$ cat src/rtl/mips_pkg.sv
// Constants and types shared by the program loader, instruction memory and core.
package mips_pkg;

  localparam int         MEM_ADDR_W        = 5;
  localparam int         MEM_DEPTH         = 1 << MEM_ADDR_W;
  localparam logic [7:0] DEFAULT_SYNC_BYTE = 8'hA5;

  typedef enum logic [2:0] {
    LD_SYNC,
    LD_COUNT,
    LD_DATA,
    LD_CSUM,
    LD_RUN,
    LD_ERR
  } ld_state_t;

endpackage

$ cat src/rtl/program_loader_word_assembler.sv
// Assembles little-endian 32-bit words from bytes and keeps a running XOR checksum.
module word_assembler (
  input  logic        clk,
  input  logic        reset,
  input  logic        clear,
  input  logic        load,
  input  logic [7:0]  data,
  output logic [31:0] word,
  output logic [1:0]  index,
  output logic [7:0]  csum
);

  logic [31:0] shift;

  always_ff @(posedge clk) begin
    if (reset || clear) begin
      shift <= '0;
      index <= '0;
      csum  <= '0;
    end else if (load) begin
      shift <= word;
      index <= index + 2'd1;
      csum  <= csum ^ data;
    end
  end

  // Word including the byte currently presented, so the 4th byte needs no extra cycle.
  assign word = {data, shift[31:8]};

endmodule

$ cat src/rtl/program_loader.sv
// Boot loader: parses a framed byte stream into instruction memory, then releases the core.
module program_loader
  import mips_pkg::*;
#(
  parameter int         ADDR_W    = MEM_ADDR_W,
  parameter logic [7:0] SYNC_BYTE = DEFAULT_SYNC_BYTE
) (
  input  logic              clk,
  input  logic              reset,
  input  logic              in_valid,
  input  logic [7:0]        in_data,
  output logic              in_ready,
  output logic              mem_we,
  output logic [ADDR_W-1:0] mem_addr,
  output logic [31:0]       mem_wdata,
  output logic              cpu_reset,
  output logic              done,
  output logic              error
);

  localparam int DEPTH = 1 << ADDR_W;
  localparam int CNT_W = ADDR_W + 1;

  ld_state_t         state, state_next;
  logic              accept, sync_hit, load, word_done;
  logic              count_bad, csum_ok, last_word;
  logic [31:0]       word;
  logic [1:0]        index;
  logic [7:0]        csum;
  logic [ADDR_W-1:0] addr;
  logic [CNT_W-1:0]  remaining;

  assign accept    = in_valid && in_ready;
  assign sync_hit  = accept && (in_data == SYNC_BYTE) &&
                     (state == LD_SYNC || state == LD_ERR);
  assign load      = accept && (state == LD_DATA);
  assign word_done = load && (index == 2'd3);
  assign count_bad = (in_data == 8'd0) || (int'(in_data) > DEPTH);
  assign csum_ok   = (in_data == csum);
  assign last_word = (remaining == CNT_W'(1));

  word_assembler u_asm (
    .clk   (clk),
    .reset (reset),
    .clear (sync_hit),
    .load  (load),
    .data  (in_data),
    .word  (word),
    .index (index),
    .csum  (csum)
  );

  always_ff @(posedge clk) begin
    if (reset) state <= LD_SYNC;
    else       state <= state_next;
  end

  always_comb begin
    state_next = state;
    case (state)
      LD_SYNC:  if (sync_hit) state_next = LD_COUNT;
      LD_COUNT: if (accept)   state_next = count_bad ? LD_ERR : LD_DATA;
      LD_DATA:  if (word_done && last_word) state_next = LD_CSUM;
      LD_CSUM:  if (accept)   state_next = csum_ok ? LD_RUN : LD_ERR;
      LD_RUN:   state_next = LD_RUN;
      LD_ERR:   if (sync_hit) state_next = LD_COUNT;
      default:  state_next = LD_SYNC;
    endcase
  end

  always_comb begin
    in_ready  = 1'b1;
    cpu_reset = 1'b1;
    done      = 1'b0;
    error     = 1'b0;
    case (state)
      LD_RUN: begin
        in_ready  = 1'b0;
        cpu_reset = 1'b0;
        done      = 1'b1;
      end
      LD_ERR:  error = 1'b1;
      default: ;
    endcase
  end

  always_ff @(posedge clk) begin
    if (reset) begin
      mem_we    <= 1'b0;
      mem_addr  <= '0;
      mem_wdata <= '0;
      addr      <= '0;
      remaining <= '0;
    end else begin
      mem_we <= 1'b0;
      if (sync_hit) addr <= '0;
      if (state == LD_COUNT && accept) remaining <= CNT_W'(in_data);
      if (word_done) begin
        mem_we    <= 1'b1;
        mem_addr  <= addr;
        mem_wdata <= word;
        addr      <= addr + ADDR_W'(1);
        remaining <= remaining - CNT_W'(1);
      end
    end
  end

endmodule

$ cat config.mk
export PLATFORM = sky130hd
export DESIGN_NAME = program_loader
export DESIGN_NICKNAME = d
export VERILOG_FILES = /design/src/rtl/mips_pkg.sv /design/src/rtl/program_loader_word_assembler.sv /design/src/rtl/program_loader.sv
export SDC_FILE = /design/constraint.sdc
export NUM_CORES = 1
export LEC_CHECK = 0
export ABC_AREA = 0
export BUFFER_PORTS_ARGS = -buffer_cell sky130_fd_sc_hd__buf_2
export CAP_MARGIN = 20
export CORE_MARGIN = 2
export CORE_UTILIZATION = 43
export CTS_CLUSTER_DIAMETER = 120
export DETAILED_ROUTE_END_ITERATION = 10
export SLEW_MARGIN = 20
export SYNTH_ARGS = -nofsm -noshare
export SYNTH_HDL_FRONTEND = slang
export SYNTH_SLANG_ARGS = --single-unit
$ cat constraint.sdc
create_clock -name clk -period 1.8 [get_ports clk]
set_input_delay 0.09 -clock clk [delete_from_list [all_inputs] [get_ports clk]]
set_output_delay 0.09 -clock clk [all_outputs]
set_load 0.005 [all_outputs]
==> results of run 1 <==
-- per-layer routing --
| layer | global-route usage (%) | vias to the layer above | routed length, µm |
|---|---|---|---|
| li1 | - | 1524 | - |
| met1 | 26.5 | 1361 | 3730 |
| met2 | 30.7 | 79 | 3600 |
| met3 | 2.90 | 14 | 489 |
| met4 | 9.07 | 0 | 147 |
| met5 | 0 | - | 0 |
-- registers in the layout (all words and copies together) (netlist names) --
| name | cells |
|---|---|
| mem_addr | 5 |
| mem_wdata | 32 |
| remaining | 6 |
| state | 3 |
| u_asm.index | 2 |
| u_asm.csum | 8 |
| u_asm.shift | 24 |
| addr | 5 |
| mem_we | 1 |
-- layout make-up --
type | instances | area, µm²
Inverter | 7 | 26.3
Timing Repair Buffer | 67 | 410
Fill cell | 754 | 3640
Clock buffer | 10 | 128
Clock inverter | 5 | 108
Sequential cell | 86 | 1720
Multi-Input combinational cell | 307 | 1570
Tap cell | 102 | 128
-- report_power, final --
group          switching, mW  internal, mW  leakage, nW
clock network          0.670         0.922        0.117
registers           0.000184          1.90        0.692
logic                 0.0680        0.0322        0.701
total                  0.738          2.86         1.51
-- worst min-delay path by stage --
| stage | startpoint | to | slack, ns | depth (start not counted) |
|---|---|---|---|---|
| after CTS | in_data[6] | mem_wdata[30] | 0.04 | 3 |
| after floorplan | in_data[1] | mem_wdata[25] | 0.23 | 2 |
| after global placement | in_data[4] | remaining[4] | 0.42 | 3 |
| final | in_data[6] | mem_wdata[30] | 0.06 | 3 |
| after detailed placement | in_data[7] | mem_wdata[31] | 0.43 | 3 |
| after global routing | in_data[6] | mem_wdata[30] | 0.07 | 3 |
-- kinds of logic after synthesis --
group           after synthesis  share of synthesized area [%]
simple gates                192                           24.0
flops                        86                           50.3
xor+xnor                     19                           4.86
compound gates               92                           14.8
fa+ha+maj                     4                           1.46
buf+inv                      39                           4.53
-- cell usage after synthesis --
| cell | number | area (µm²) |
|---|---|---|
| a211oi_1 | 2 | 15.0 |
| a211oi_2 | 1 | 12.5 |
| a21o_1 | 1 | 7.51 |
| a21oi_1 | 69 | 345 |
| a222oi_1 | 2 | 20.0 |
| a22oi_1 | 1 | 7.51 |
| a31oi_1 | 4 | 25.0 |
| a32oi_1 | 1 | 8.76 |
| buf_1 | 4 | 15.0 |
| buf_2 | 4 | 20.0 |
| buf_4 | 1 | 7.51 |
| clkbuf_1 | 23 | 86.3 |
| dfxtp_1 | 86 | 1720 |
| ha_1 | 4 | 50.1 |
| inv_1 | 7 | 26.3 |
| nand2_1 | 136 | 510 |
| nand2b_1 | 2 | 12.5 |
| nand3_1 | 3 | 15.0 |
| nand3b_1 | 1 | 7.51 |
| nand4_1 | 3 | 18.8 |
| nand4b_1 | 1 | 8.76 |
| nand4bb_1 | 2 | 22.5 |
| nor2_1 | 27 | 101 |
| nor2b_1 | 2 | 12.5 |
| nor3_1 | 5 | 25.0 |
| nor3_2 | 1 | 10.0 |
| nor4_1 | 3 | 18.8 |
| nor4_2 | 1 | 12.5 |
| nor4bb_1 | 1 | 10.0 |
| o21ai_0 | 8 | 40.0 |
| o22ai_1 | 1 | 6.26 |
| o311a_1 | 1 | 10.0 |
| o31a_1 | 1 | 8.76 |
| or3_1 | 1 | 6.26 |
| or3_4 | 1 | 11.3 |
| or3b_1 | 1 | 8.76 |
| or4b_1 | 1 | 10.0 |
| xnor2_1 | 9 | 78.8 |
| xor2_1 | 10 | 87.6 |
-- worst max-delay path, stage by stage (launching register included) --
cell	delay [ns]
dfxtp_1	0.34
buf_4	0.18
nand2b_1	0.17
a31oi_1	0.17
nor2_1	0.08
or4b_1	0.49
o22ai_1	0.12
==> impl_metrics.yaml, run 1 <==
status:
  status: "finished clean"
timing:
  min_period_ns: 1.62
  tightest_slew_ns: 0.410
  slew_viol_final: 0
  hold-worst-slack_ns: 0.0624
  finalCritPeriodShare_pct: 89.8
  slew_headroom_pct: 72.6
  max_freq_mhz: 618
  fin_tns_setup_ns: 0
  finClkSkew_ns: 0.00837
  final-hold-violation-count: 0
  finalSetupViolations: 0
  rsz0062_at_grt: "false"
  setup_ws_ns: 0.183
worst_setup_path:
  crit_start: "state[2]"
  worstPathRequired_ns: 2.08
  crit_end: "state[2]"
  critPathMaxFanout: 12
  rr_worst_depth: 6
  critPathCaptureType: "flip-flop"
  r2r_setup_slack_ns: 0.18
  startpoint_type: "flip-flop"
  path_class: "flip-flop to flip-flop"
  r2r_start: "state[2]"
  r2r_end: "state[2]"
  arrival_ns: 1.89
cts:
  cts.reportedPaths.clkPinSlew_ns: 0.08
  cts_num_sinks: 86
  cts-root-buf: "clkbuf_8"
  cts_buffer_depth: 2
  clk_latency_ns: 0.35
  cts_tree: "built"
  cts_resized: 0
  h-tree-depth: 3
  numCtsBuffers: 9
  ctsHoldBuffers: 0
  post_cts_buffers: 0
placement:
  dp_worst_setup_slack_ns: 0.0510
  placedInstanceArea_um2: 3850
  port_buffers: 52
  dp_hpwl_um: 5450
  dpl.cell_count: 569
  gp_congestion: 0.873
routing:
  wire_per_inst_um: 13.6
  drt_iter0_markers: 207
  wirelength_um: 7970
  viasPerCell: 5.10
  drc: 0
  antenna_violating_nets_post_route: 0
  vias: 2978
  first_pass_iters: 4
floorplan:
  num_rows: 32
  fp.dieH_um: 93.2
  fp.dieArea_um2: 8690
  coreArea_um2: 7730
  chipWidth_um: 93.2
  io_pins: 53
  start_util_pct: 44.3
finish:
  antennaDiodeCount: 0
  layout.cells.most_common: "nand2_1"
  drive_gt1_share_pct: 18.0
  fin_nets: 493
  finalNonFillerCells: 584
  area_delta_synth_final_pct: 19.5
  fin_util_pct: 52.9
  final_area_um2: 4090
  layout_common_cells: "nand2_1 (136), dfxtp_1 (86), a21oi_1 (69), buf_2 (52), nor2_1 (26)"
global_route:
  grt_usage_pct: 19.5
  grt_pass1_vias: 2799
  grt_pass1_wl_um: 13500
  grt_max_degree: 36
  overflow: 0
  grt_antenna_before_repair: 0
job:
  maxCapViolations: 0
worst_hold_path:
  hold_class: "input pin to flip-flop"
synth:
  syn_avg_cell_area_um2: 7.92
  yosys_warnings: 0
  seq_area_frac_synth_pct: 50.3
  synthDistinctLibCells: 39
  syn_area_um2: 3420
  synth_seq_cells: 86
  synth_fp_nets: 447
  syn_inst: 432
power_and_ir_drop:
  power_density_nw_per_um2: 879
  vdd_drop_max_v: 0.000703
  totalPowerFinal_mw: 3.59
  leakage_nw: 1.51
No activity file was read; power rests on OpenSTA's default activity.
==> run 2, diff against run 1 <==
Settings changed: CORE_UTILIZATION 43 to 56, PLACE_DENSITY set to 0.84.
==> impl_metrics.yaml, run 2 (synthesis gave the netlist of run 1 again) <==
global_route:
  grt_antenna_before_repair: 0
  grt_max_degree: 49
  overflow: 0
  grt_pass1_vias: 2782
  grt_usage_pct: 24.0
  grt_pass1_wl_um: 12500
power_and_ir_drop:
  power_density_nw_per_um2: 812
  totalPowerFinal_mw: 3.24
  power.switching_mw: 0.766
  vdd_drop_max_v: 0.000629
  pwr-share-seq_pct: 58.7
  intPower_mw: 2.47
  sw_frac_of_total_pct: 23.6
  leakage_nw: 1.47
  combPwrFrac_pct: 2.9
  clockPowerShare_pct: 38.4
cts:
  post_cts_buffers: 0
  cts.reportedPaths.clkPinSlew_ns: 0.09
  numCtsBuffers: 9
  cts_resized: 0
  clk_latency_ns: 0.36
  cts_tree: "built"
  cts_num_sinks: 86
  h-tree-depth: 3
  ctsHoldBuffers: 0
  cts_buffer_depth: 2
  cts-root-buf: "clkbuf_8"
worst_setup_path:
  critPathMaxFanout: 10
  arrival_ns: 1.95
  crit_family: "simple AND/OR/NAND/NOR gates"
  startpoint_type: "flip-flop"
  path_class: "flip-flop to flip-flop"
  critPathMaxStageDelay_ns: 0.46
  critPathCaptureType: "flip-flop"
  crit_slowest_cell: "dfxtp_1"
  path_cells: "buf_4, nand2_1, a31oi_1, nor2_1, or3b_1, a211oi_2"
  cp_num_buf_inv: 1
  worstPathRequired_ns: 2.07
finish:
  largest_register_ffs: 32
  finalNonFillerCells: 557
  fin_nets: 492
  layout.cells.most_common: "nand2_1"
  reg_top3: "mem_wdata (32), u_asm.shift (24), u_asm.csum (8)"
  regMostFlops: "mem_wdata"
  antennaDiodeCount: 0
  layout_common_cells: "nand2_1 (135), dfxtp_1 (86), a21oi_1 (69), buf_2 (52), nor2_1 (26)"
  area_delta_synth_final_pct: 16.5
  drive_gt1_share_pct: 18.5
placement:
  port_buffers: 52
  dp_hpwl_um: 5250
  gp_congestion: 0.881
  dpl.cell_count: 541
timing:
  finalCritPeriodShare_pct: 93.4
  finalSetupViolations: 0
  max_freq_mhz: 595
  tightest_slew_ns: 0.460
  rsz0062_at_grt: "false"
  finClkSkew_ns: 0.0113
  slew_viol_final: 0
  final-hold-violation-count: 0
  slew_headroom_pct: 69.4
  min_period_ns: 1.68
  fin_tns_setup_ns: 0
floorplan:
  io_pins: 53
  chipWidth_um: 82.2
  start_util_pct: 57.8
  fp.dieH_um: 82.2
  num_rows: 28
  fp.dieArea_um2: 6750
  coreArea_um2: 5920
routing:
  viasPerCell: 5.54
  wl_met3_um: 468
  drc: 0
  first_pass_iters: 5
  wire_per_inst_um: 13.7
  vias: 3084
  drt_iter0_markers: 250
  wirelength_um: 7650
  wl_met2_um: 3720
  routed.top_layer: "met4"
  antenna_violating_nets_post_route: 0
  wl_met1_um: 3320
job:
  maxCapViolations: 0
worst_hold_path:
  hold_class: "input pin to flip-flop"
status:
  status: "finished clean"
## run 2: layout make-up
type | instances | area, µm²
Fill cell | 498 | 1930
Sequential cell | 86 | 1720
Multi-Input combinational cell | 307 | 1570
Timing Repair Buffer | 66 | 390
Clock buffer | 10 | 138
Tap cell | 75 | 93.8
Clock inverter | 6 | 47.5
Inverter | 7 | 26.3
## run 2: worst paths after layout
kind	startpoint	end	slack, ns	depth (start not counted)
min	in_data[0]	remaining[0]	0.04	3
min reg2reg	mem_wdata[7]	mem_wdata[7]	0.45	2
max reg2reg	state[2]	state[1]	0.12	6
max	state[2]	state[1]	0.12	6
## run 2: power groups by stage
stage                     clock network [mW]  logic [mW]  registers (mW)
after floorplan                            0      0.0521            1.95
after global placement                     0      0.0914            1.95
after detailed placement                   0      0.0926            1.95
after CTS                               1.27      0.0929            1.90
after global routing                    1.34       0.101            1.90
final                                   1.25      0.0936            1.90
## run 2: per-layer routing
layer  vias to the layer above  GRT usage (%)
met5                         -              0
met4                         0           9.67
met3                        13           4.02
met2                       105           39.6
met1                      1451           31.6
li1                       1515              -
## run 2: worst register-to-register path: cells and delay by family (launching register included)
family          cells  cell delay [ns]
buf+inv             1             0.22
flops               1             0.46
simple gates        3             0.53
compound gates      2             0.40
## run 2: stage by stage
step	setup slack, ns	util (%)	area (µm²)	hold WS (ns)
after global routing	0.00211	67.4	3990	0.0802
after global placement	0.109	64.2	3800	0.412
after CTS	0.132	67.3	3990	0.0331
after floorplan	0.204	-	3420	0.226
final	0.119	67.4	3990	0.0444
after detailed placement	0.0336	64.2	3800	0.421
